### config.mk
export PLATFORM = sky130hd
export DESIGN_NAME = async_fifo_wr_arbiter
export DESIGN_NICKNAME = d
export VERILOG_FILES = /design/src/rtl/wrarb_pkg.sv /design/src/rtl/wrarb_rr_picker.sv /design/src/rtl/async_fifo_wr_arbiter.sv
export SDC_FILE = /design/constraint.sdc
export NUM_CORES = 1
export LEC_CHECK = 0
export CORE_MARGIN = 2
export CORE_UTILIZATION = 34
export DETAILED_ROUTE_END_ITERATION = 8
export HOLD_SLACK_MARGIN = 0.06
export PLACE_DENSITY = 0.85
export SLEW_MARGIN = 40
export SYNTH_ARGS = -nofsm -noshare
export SYNTH_HDL_FRONTEND = slang
export SYNTH_SLANG_ARGS = --single-unit
### constraint.sdc
create_clock -name wrclk -period 2.6 [get_ports wrclk]
set_input_delay 0.65 -clock wrclk [delete_from_list [all_inputs] [get_ports wrclk]]
set_output_delay 0.65 -clock wrclk [all_outputs]
set_load 0.1 [all_outputs]
### src/rtl/wrarb_pkg.sv
// Shared types and helpers for the async FIFO write-side arbiter.
// Optional burst limiting is enabled by defining WRARB_MAX_BURST_EN.
package wrarb_pkg;

    typedef enum logic {
        IDLE = 1'b0,
        LOCK = 1'b1
    } wrarb_state_t;

    localparam int WRARB_MAX_REQ = 8;
    localparam int WRARB_GID_W   = $clog2(WRARB_MAX_REQ);

    function automatic int rr_next(input int ptr, input int n);
        return (ptr >= n - 1) ? 0 : ptr + 1;
    endfunction

endpackage

### src/rtl/wrarb_rr_picker.sv
// Combinational circular-priority picker: first set req bit at or after rr_ptr.
// Shared between the write-side and read-side schedulers.
module wrarb_rr_picker #(
    parameter int NUM_REQ = 4,
    parameter int IW      = $clog2(NUM_REQ)
) (
    input  logic [NUM_REQ-1:0] req,
    input  logic [IW-1:0]      rr_ptr,
    output logic               found,
    output logic [IW-1:0]      idx
);
    import wrarb_pkg::*;

    localparam int CW = WRARB_GID_W + 1;

    logic [CW-1:0] cand;

    // Walk from the farthest candidate back to rr_ptr so the nearest hit wins.
    always_comb begin
        found = 1'b0;
        idx   = '0;
        cand  = '0;
        for (int k = NUM_REQ - 1; k >= 0; k--) begin
            cand = CW'(rr_ptr) + CW'(k);
            if (cand >= CW'(NUM_REQ)) begin
                cand = cand - CW'(NUM_REQ);
            end
            if (req[cand[IW-1:0]]) begin
                found = 1'b1;
                idx   = cand[IW-1:0];
            end
        end
    end

endmodule

### src/rtl/async_fifo_wr_arbiter.sv
// Packet-locked round-robin scheduler for the async FIFO write port (wrclk domain).
// Define WRARB_MAX_BURST_EN to force a grant release after MAX_BURST beats.
module async_fifo_wr_arbiter #(
    parameter int NUM_REQ   = 4,
    parameter int DATA_W    = 8,
    parameter int MAX_BURST = 16
) (
    input  logic                        wrclk,
    input  logic                        wrst_n,
    input  logic [NUM_REQ-1:0]          req,
    input  logic [NUM_REQ*DATA_W-1:0]   req_data,
    input  logic [NUM_REQ-1:0]          req_last,
    output logic [NUM_REQ-1:0]          req_rdy,
    input  logic                        fifo_full,
    output logic                        fifo_wr_en,
    output logic [DATA_W-1:0]           fifo_wdata,
    output logic [$clog2(NUM_REQ)-1:0]  grant_id,
`ifdef WRARB_MAX_BURST_EN
    output logic                        burst_cut,
`endif
    output logic                        busy
);
    import wrarb_pkg::*;

    localparam int GW = $clog2(NUM_REQ);

    wrarb_state_t  state, state_nxt;
    logic [GW-1:0] rr_ptr, rr_nxt, grant_nxt;
    logic [GW-1:0] pick_idx;
    logic          pick_found;
    logic          accept, done, cut;

    wrarb_rr_picker #(
        .NUM_REQ (NUM_REQ),
        .IW      (GW)
    ) u_picker (
        .req    (req),
        .rr_ptr (rr_ptr),
        .found  (pick_found),
        .idx    (pick_idx)
    );

`ifdef WRARB_MAX_BURST_EN
    localparam int BW = $clog2(MAX_BURST) + 1;

    logic [BW-1:0] beat_cnt;

    // The MAX_BURST-th accepted beat closes the grant even without req_last.
    assign cut = (beat_cnt == BW'(MAX_BURST - 1));

    always_ff @(posedge wrclk or negedge wrst_n) begin
        if (!wrst_n) begin
            beat_cnt  <= '0;
            burst_cut <= 1'b0;
        end else begin
            burst_cut <= done && !req_last[grant_id];
            if (done) begin
                beat_cnt <= '0;
            end else if (accept) begin
                beat_cnt <= beat_cnt + 1'b1;
            end
        end
    end
`else
    logic [31:0] unused_max_burst;

    assign unused_max_burst = MAX_BURST;
    assign cut              = 1'b0;
`endif

    assign accept = (state == LOCK) && req[grant_id] && !fifo_full;
    assign done   = accept && (req_last[grant_id] || cut);
    assign busy   = (state == LOCK);

    always_ff @(posedge wrclk or negedge wrst_n) begin
        if (!wrst_n) begin
            state    <= IDLE;
            grant_id <= '0;
            rr_ptr   <= '0;
        end else begin
            state    <= state_nxt;
            grant_id <= grant_nxt;
            rr_ptr   <= rr_nxt;
        end
    end

    always_comb begin
        state_nxt  = state;
        grant_nxt  = grant_id;
        rr_nxt     = rr_ptr;
        req_rdy    = '0;
        fifo_wr_en = 1'b0;
        fifo_wdata = '0;
        case (state)
            IDLE: begin
                if (pick_found) begin
                    state_nxt = LOCK;
                    grant_nxt = pick_idx;
                end
            end
            LOCK: begin
                if (accept) begin
                    req_rdy[grant_id] = 1'b1;
                    fifo_wr_en        = 1'b1;
                    fifo_wdata        = req_data[grant_id*DATA_W +: DATA_W];
                end
                if (done) begin
                    state_nxt = IDLE;
                    rr_nxt    = GW'(rr_next(int'(grant_id), NUM_REQ));
                end
            end
            default: state_nxt = IDLE;
        endcase
    end

endmodule

==> impl_metrics.xml <==
<?xml version="1.0" encoding="UTF-8"?>
<metrics>
  <group name="clock_tree">
    <metric name="cts_num_sinks" unit="">5</metric>
    <metric name="clock_insertion_delay_worst_skew" unit="ns">0.24</metric>
    <metric name="number_of_buffers_inserted_during_clock_tree_synthesis" unit="">3</metric>
    <metric name="clk_root_buffer_cell" unit="">clkbuf_4</metric>
    <metric name="clock_tree.buffer_depth" unit="">2</metric>
    <metric name="cts-htree-levels" unit="">1</metric>
    <metric name="tritoncts" unit="">yes</metric>
    <metric name="postCtsHoldBufs" unit="">0</metric>
    <metric name="reg_clk_slew_reported_paths" unit="ns">0.04</metric>
  </group>
  <group name="timing">
    <metric name="setup_total_negative_slack" unit="ns">0</metric>
    <metric name="max_clock_freq" unit="MHz">393</metric>
    <metric name="timing.max_slew.rel_slack" unit="">0.724</metric>
    <metric name="setup_slack" unit="ns">0.0535</metric>
    <metric name="finalCriticalPeriod" unit="ns">2.55</metric>
    <metric name="fin_worst_skew" unit="ns">0.00162</metric>
    <metric name="report.final.hold_viol_count" unit="">0</metric>
    <metric name="final.period_utilization" unit="">0.979</metric>
    <metric name="timing_worst_slew_pin_value" unit="ns">0.411</metric>
    <metric name="rsz0062_at_grt" unit="">false</metric>
    <metric name="finalSetupViolations" unit="">0</metric>
    <metric name="finalMaxSlewViolations" unit="">0</metric>
  </group>
  <group name="detailed_routing">
    <metric name="sum_of_routed_wire_length_over_all_layers" unit="um">2800</metric>
    <metric name="drt_iter0_drc" unit="">17</metric>
    <metric name="detail-route-antenna-nets" unit="">0</metric>
    <metric name="drc" unit="">0</metric>
    <metric name="detail_route.first_pass.iterations" unit="">4</metric>
    <metric name="via_per_inst" unit="">5.12</metric>
    <metric name="dr_total_vias" unit="">788</metric>
    <metric name="wl_per_cell" unit="um">18.2</metric>
  </group>
  <group name="die">
    <metric name="floorplan.core_area" unit="sq mm">0.00194</metric>
    <metric name="rows" unit="">16</metric>
    <metric name="io_pins" unit="">59</metric>
    <metric name="dieHeight" unit="um">49.1</metric>
    <metric name="die-area" unit="sq mm">0.00241</metric>
    <metric name="floorplan.die.width" unit="um">49.1</metric>
    <metric name="initial_utilization" unit="">0.356</metric>
  </group>
  <group name="yosys">
    <metric name="synth.cell_area" unit="sq um">692</metric>
    <metric name="async_flop_share" unit="">1.00</metric>
    <metric name="yosys.cell_count.top_type" unit="">nor2b_1</metric>
    <metric name="yosys_warnings" unit="">0</metric>
    <metric name="netlist_top_cells_area" unit="">mux4_2 (29%), dfrtp_1 (18%), nor2b_1 (12%), ha_1 (7.2%), mux2i_1 (4.3%)</metric>
    <metric name="leading_area_contributor_after_synthesis" unit="">mux4_2</metric>
    <metric name="post_synthesis_sequential_area_ratio" unit="">0.181</metric>
    <metric name="synth.cells.most_frequent" unit="">nor2b_1 (13), mux4_2 (9), dfrtp_1 (5)</metric>
    <metric name="syn_avg_cell_area" unit="sq um">11.5</metric>
    <metric name="post_synth_inst_count" unit="">60</metric>
    <metric name="synth-seq-cells" unit="">5</metric>
    <metric name="yosysTopAreaCellShare" unit="">0.293</metric>
    <metric name="postSynthNetCount" unit="">107</metric>
    <metric name="synth_enable_flop_cells" unit="">0</metric>
    <metric name="post_synth_num_cell_types" unit="">22</metric>
    <metric name="synth-main-ff-cell" unit="">dfrtp_1</metric>
  </group>
  <group name="placed_design">
    <metric name="port_buffers" unit="">58</metric>
    <metric name="place.detailed.instances" unit="">149</metric>
    <metric name="dp.final_hpwl" unit="um">2290</metric>
    <metric name="dp_slack" unit="ns">-0.180</metric>
    <metric name="routabilityCongestion" unit="">0.705</metric>
  </group>
  <group name="global_routing">
    <metric name="grt_antenna_before_repair" unit="">0</metric>
    <metric name="grtUsageMet2" unit="">0.441</metric>
    <metric name="global_route_wire_length_before_repair" unit="um">4540</metric>
    <metric name="grt.overflow.total" unit="">0</metric>
    <metric name="groute.usage.overall" unit="">0.247</metric>
    <metric name="grtUsageMet3" unit="">0.0675</metric>
    <metric name="number_of_global_route_vias_before_repair" unit="">897</metric>
    <metric name="grt_busiest_layer" unit="">met2</metric>
    <metric name="globalRouteMet1Util" unit="">0.288</metric>
    <metric name="grt_start_max_net_pins" unit="">13</metric>
  </group>
  <group name="pwr">
    <metric name="p_leak" unit="nW">0.657</metric>
    <metric name="total_power" unit="mW">1.86</metric>
    <metric name="ir_drop" unit="uV">1140</metric>
    <metric name="powerDensity" unit="mW/mm^2">1140</metric>
  </group>
  <group name="layout">
    <metric name="num-fill-cells" unit="">111</metric>
    <metric name="final_net_count" unit="">175</metric>
    <metric name="final-seq-area" unit="sq um">131</metric>
    <metric name="syn2layout_area_growth" unit="%">135</metric>
    <metric name="finalNonFillerCells" unit="">154</metric>
    <metric name="layout-drive-gt1-share" unit="">0.465</metric>
    <metric name="n_antenna_cell" unit="">0</metric>
    <metric name="multi_input_comb_area" unit="sq um">633</metric>
  </group>
  <group name="critical_path">
    <metric name="worstSetupPathType" unit="">primary input to output port</metric>
    <metric name="critPathTopFamily" unit="">buffers and inverters</metric>
    <metric name="crit_path_top_delay_cell" unit="">mux2_2</metric>
    <metric name="worstPathArrival" unit="ns">1.90</metric>
    <metric name="cp_cell_sequence" unit="">dlygate4sd2_1 &gt; mux2_2 &gt; a2bb2oi_4 &gt; buf_12 &gt; nor2b_4 &gt; buf_12</metric>
    <metric name="cpPeakStageDelay" unit="ns">0.31</metric>
    <metric name="worst_ep_required_time" unit="ns">1.95</metric>
    <metric name="timing.critical_path.to_type" unit="">output port</metric>
    <metric name="kind_of_start_point_of_the_critical_path" unit="">primary input</metric>
    <metric name="critical_path_buf_inv_count" unit="">3</metric>
    <metric name="cp_max_fo" unit="">7</metric>
    <metric name="worst_path_most_repeated_cell" unit="">buf_12</metric>
  </group>
  <group name="hold_path">
    <metric name="timing.hold.worst.class" unit="">flop to flop</metric>
  </group>
  <group name="run_status">
    <metric name="run_status" unit="">complete, no violations</metric>
  </group>
  <group name="job">
    <metric name="max-cap-violations" unit="">0</metric>
  </group>
</metrics>
-- cells in the final DEF, fill, tap and decap left out, types with 3 or more instances in the layout --
cell / instances
clkdlybuf4s50_1: 37
buf_4: 9
nor2b_4: 13
ha_1: 4
mux4_2: 9
inv_1: 3
buf_12: 15
clkbuf_4: 3
dlygate4sd2_1: 5
-- worst paths after layout --
kind | startpoint | endpoint | slack, ns | cells past startpoint
worst max-delay path | req[1] | fifo_wdata[0] | 0.05 | 6
worst min-delay path | rr_ptr[0]$_DFFE_PN0P_ | rr_ptr[0]$_DFFE_PN0P_ | 0.59 | 1
worst max register to register | grant_id[0]$_DFFE_PN0P_ | rr_ptr[0]$_DFFE_PN0P_ | 0.66 | 6
worst min register to register | rr_ptr[0]$_DFFE_PN0P_ | rr_ptr[0]$_DFFE_PN0P_ | 0.59 | 1
max in group asynchronous | wrst_n | grant_id[0]$_DFFE_PN0P_ | 1.75 | 1
min in group asynchronous | wrst_n | grant_id[0]$_DFFE_PN0P_ | 0.63 | 1
-- routing by layer --
metal,routed length (um),part of all wire,up-vias
li1,-,-,359
met1,1100,0.39,380
met2,1450,0.52,47
met3,227,0.081,2
met4,19,0.0068,0
met5,0,0,-
-- report_power, final --
| part | switching [mW] | total (mW) | leakage [nW] | internal (mW) |
|---|---|---|---|---|
| clock network | 0.0295 | 0.0873 | 0.0150 | 0.0579 |
| registers | 0.0810 | 0.202 | 0.0552 | 0.121 |
| logic | 0.872 | 1.57 | 0.587 | 0.699 |
-- what timing repair did --
item / CTS / global route
setup buffers: 1 / 0
endpoints found under the setup margin: 13 / 0
endpoints found under the hold margin: 0 / 0
resized for setup: 10 / 0
-- metrics by stage --
step / area (sq um) / util / hold WS, ns
5_1_grt: 1630 / 0.837 / 0.628
6_report: 1630 / 0.837 / 0.595
3_3_place_gp: 1570 / 0.811 / 0.565
4_1_cts: 1630 / 0.837 / 0.603
2_1_floorplan: 783 / - / 0.354
3_5_place_dp: 1570 / 0.811 / 0.585
-- registers in the layout, summed over array words and instances (netlist names) --
register and cells:
busy 1, rr_ptr 2, grant_id 2
-- logic make-up (layout without fill, tap and decap cells) --
kind of cell             Yosys count  count (layout)  synth area share
AND/OR/NAND/NOR                   21              21             0.197
multiplexers                      15              15             0.396
AO/OA/AOI/OAI                      8               8             0.107
buffers and inverters              7              74            0.0470
flip-flops                         5               5             0.181
adder cells (fa/ha/maj)            4               4            0.0723
-- area by class of cell --
class                           count  share of cell area
Inverter                            4              0.0115
Sequential cell                     5              0.0808
Tap cell                           27              0.0208
Clock buffer                        4              0.0162
Multi-Input combinational cell     48               0.390
Timing Repair Buffer               66               0.481
No activity file was read; power rests on OpenSTA's default activity.
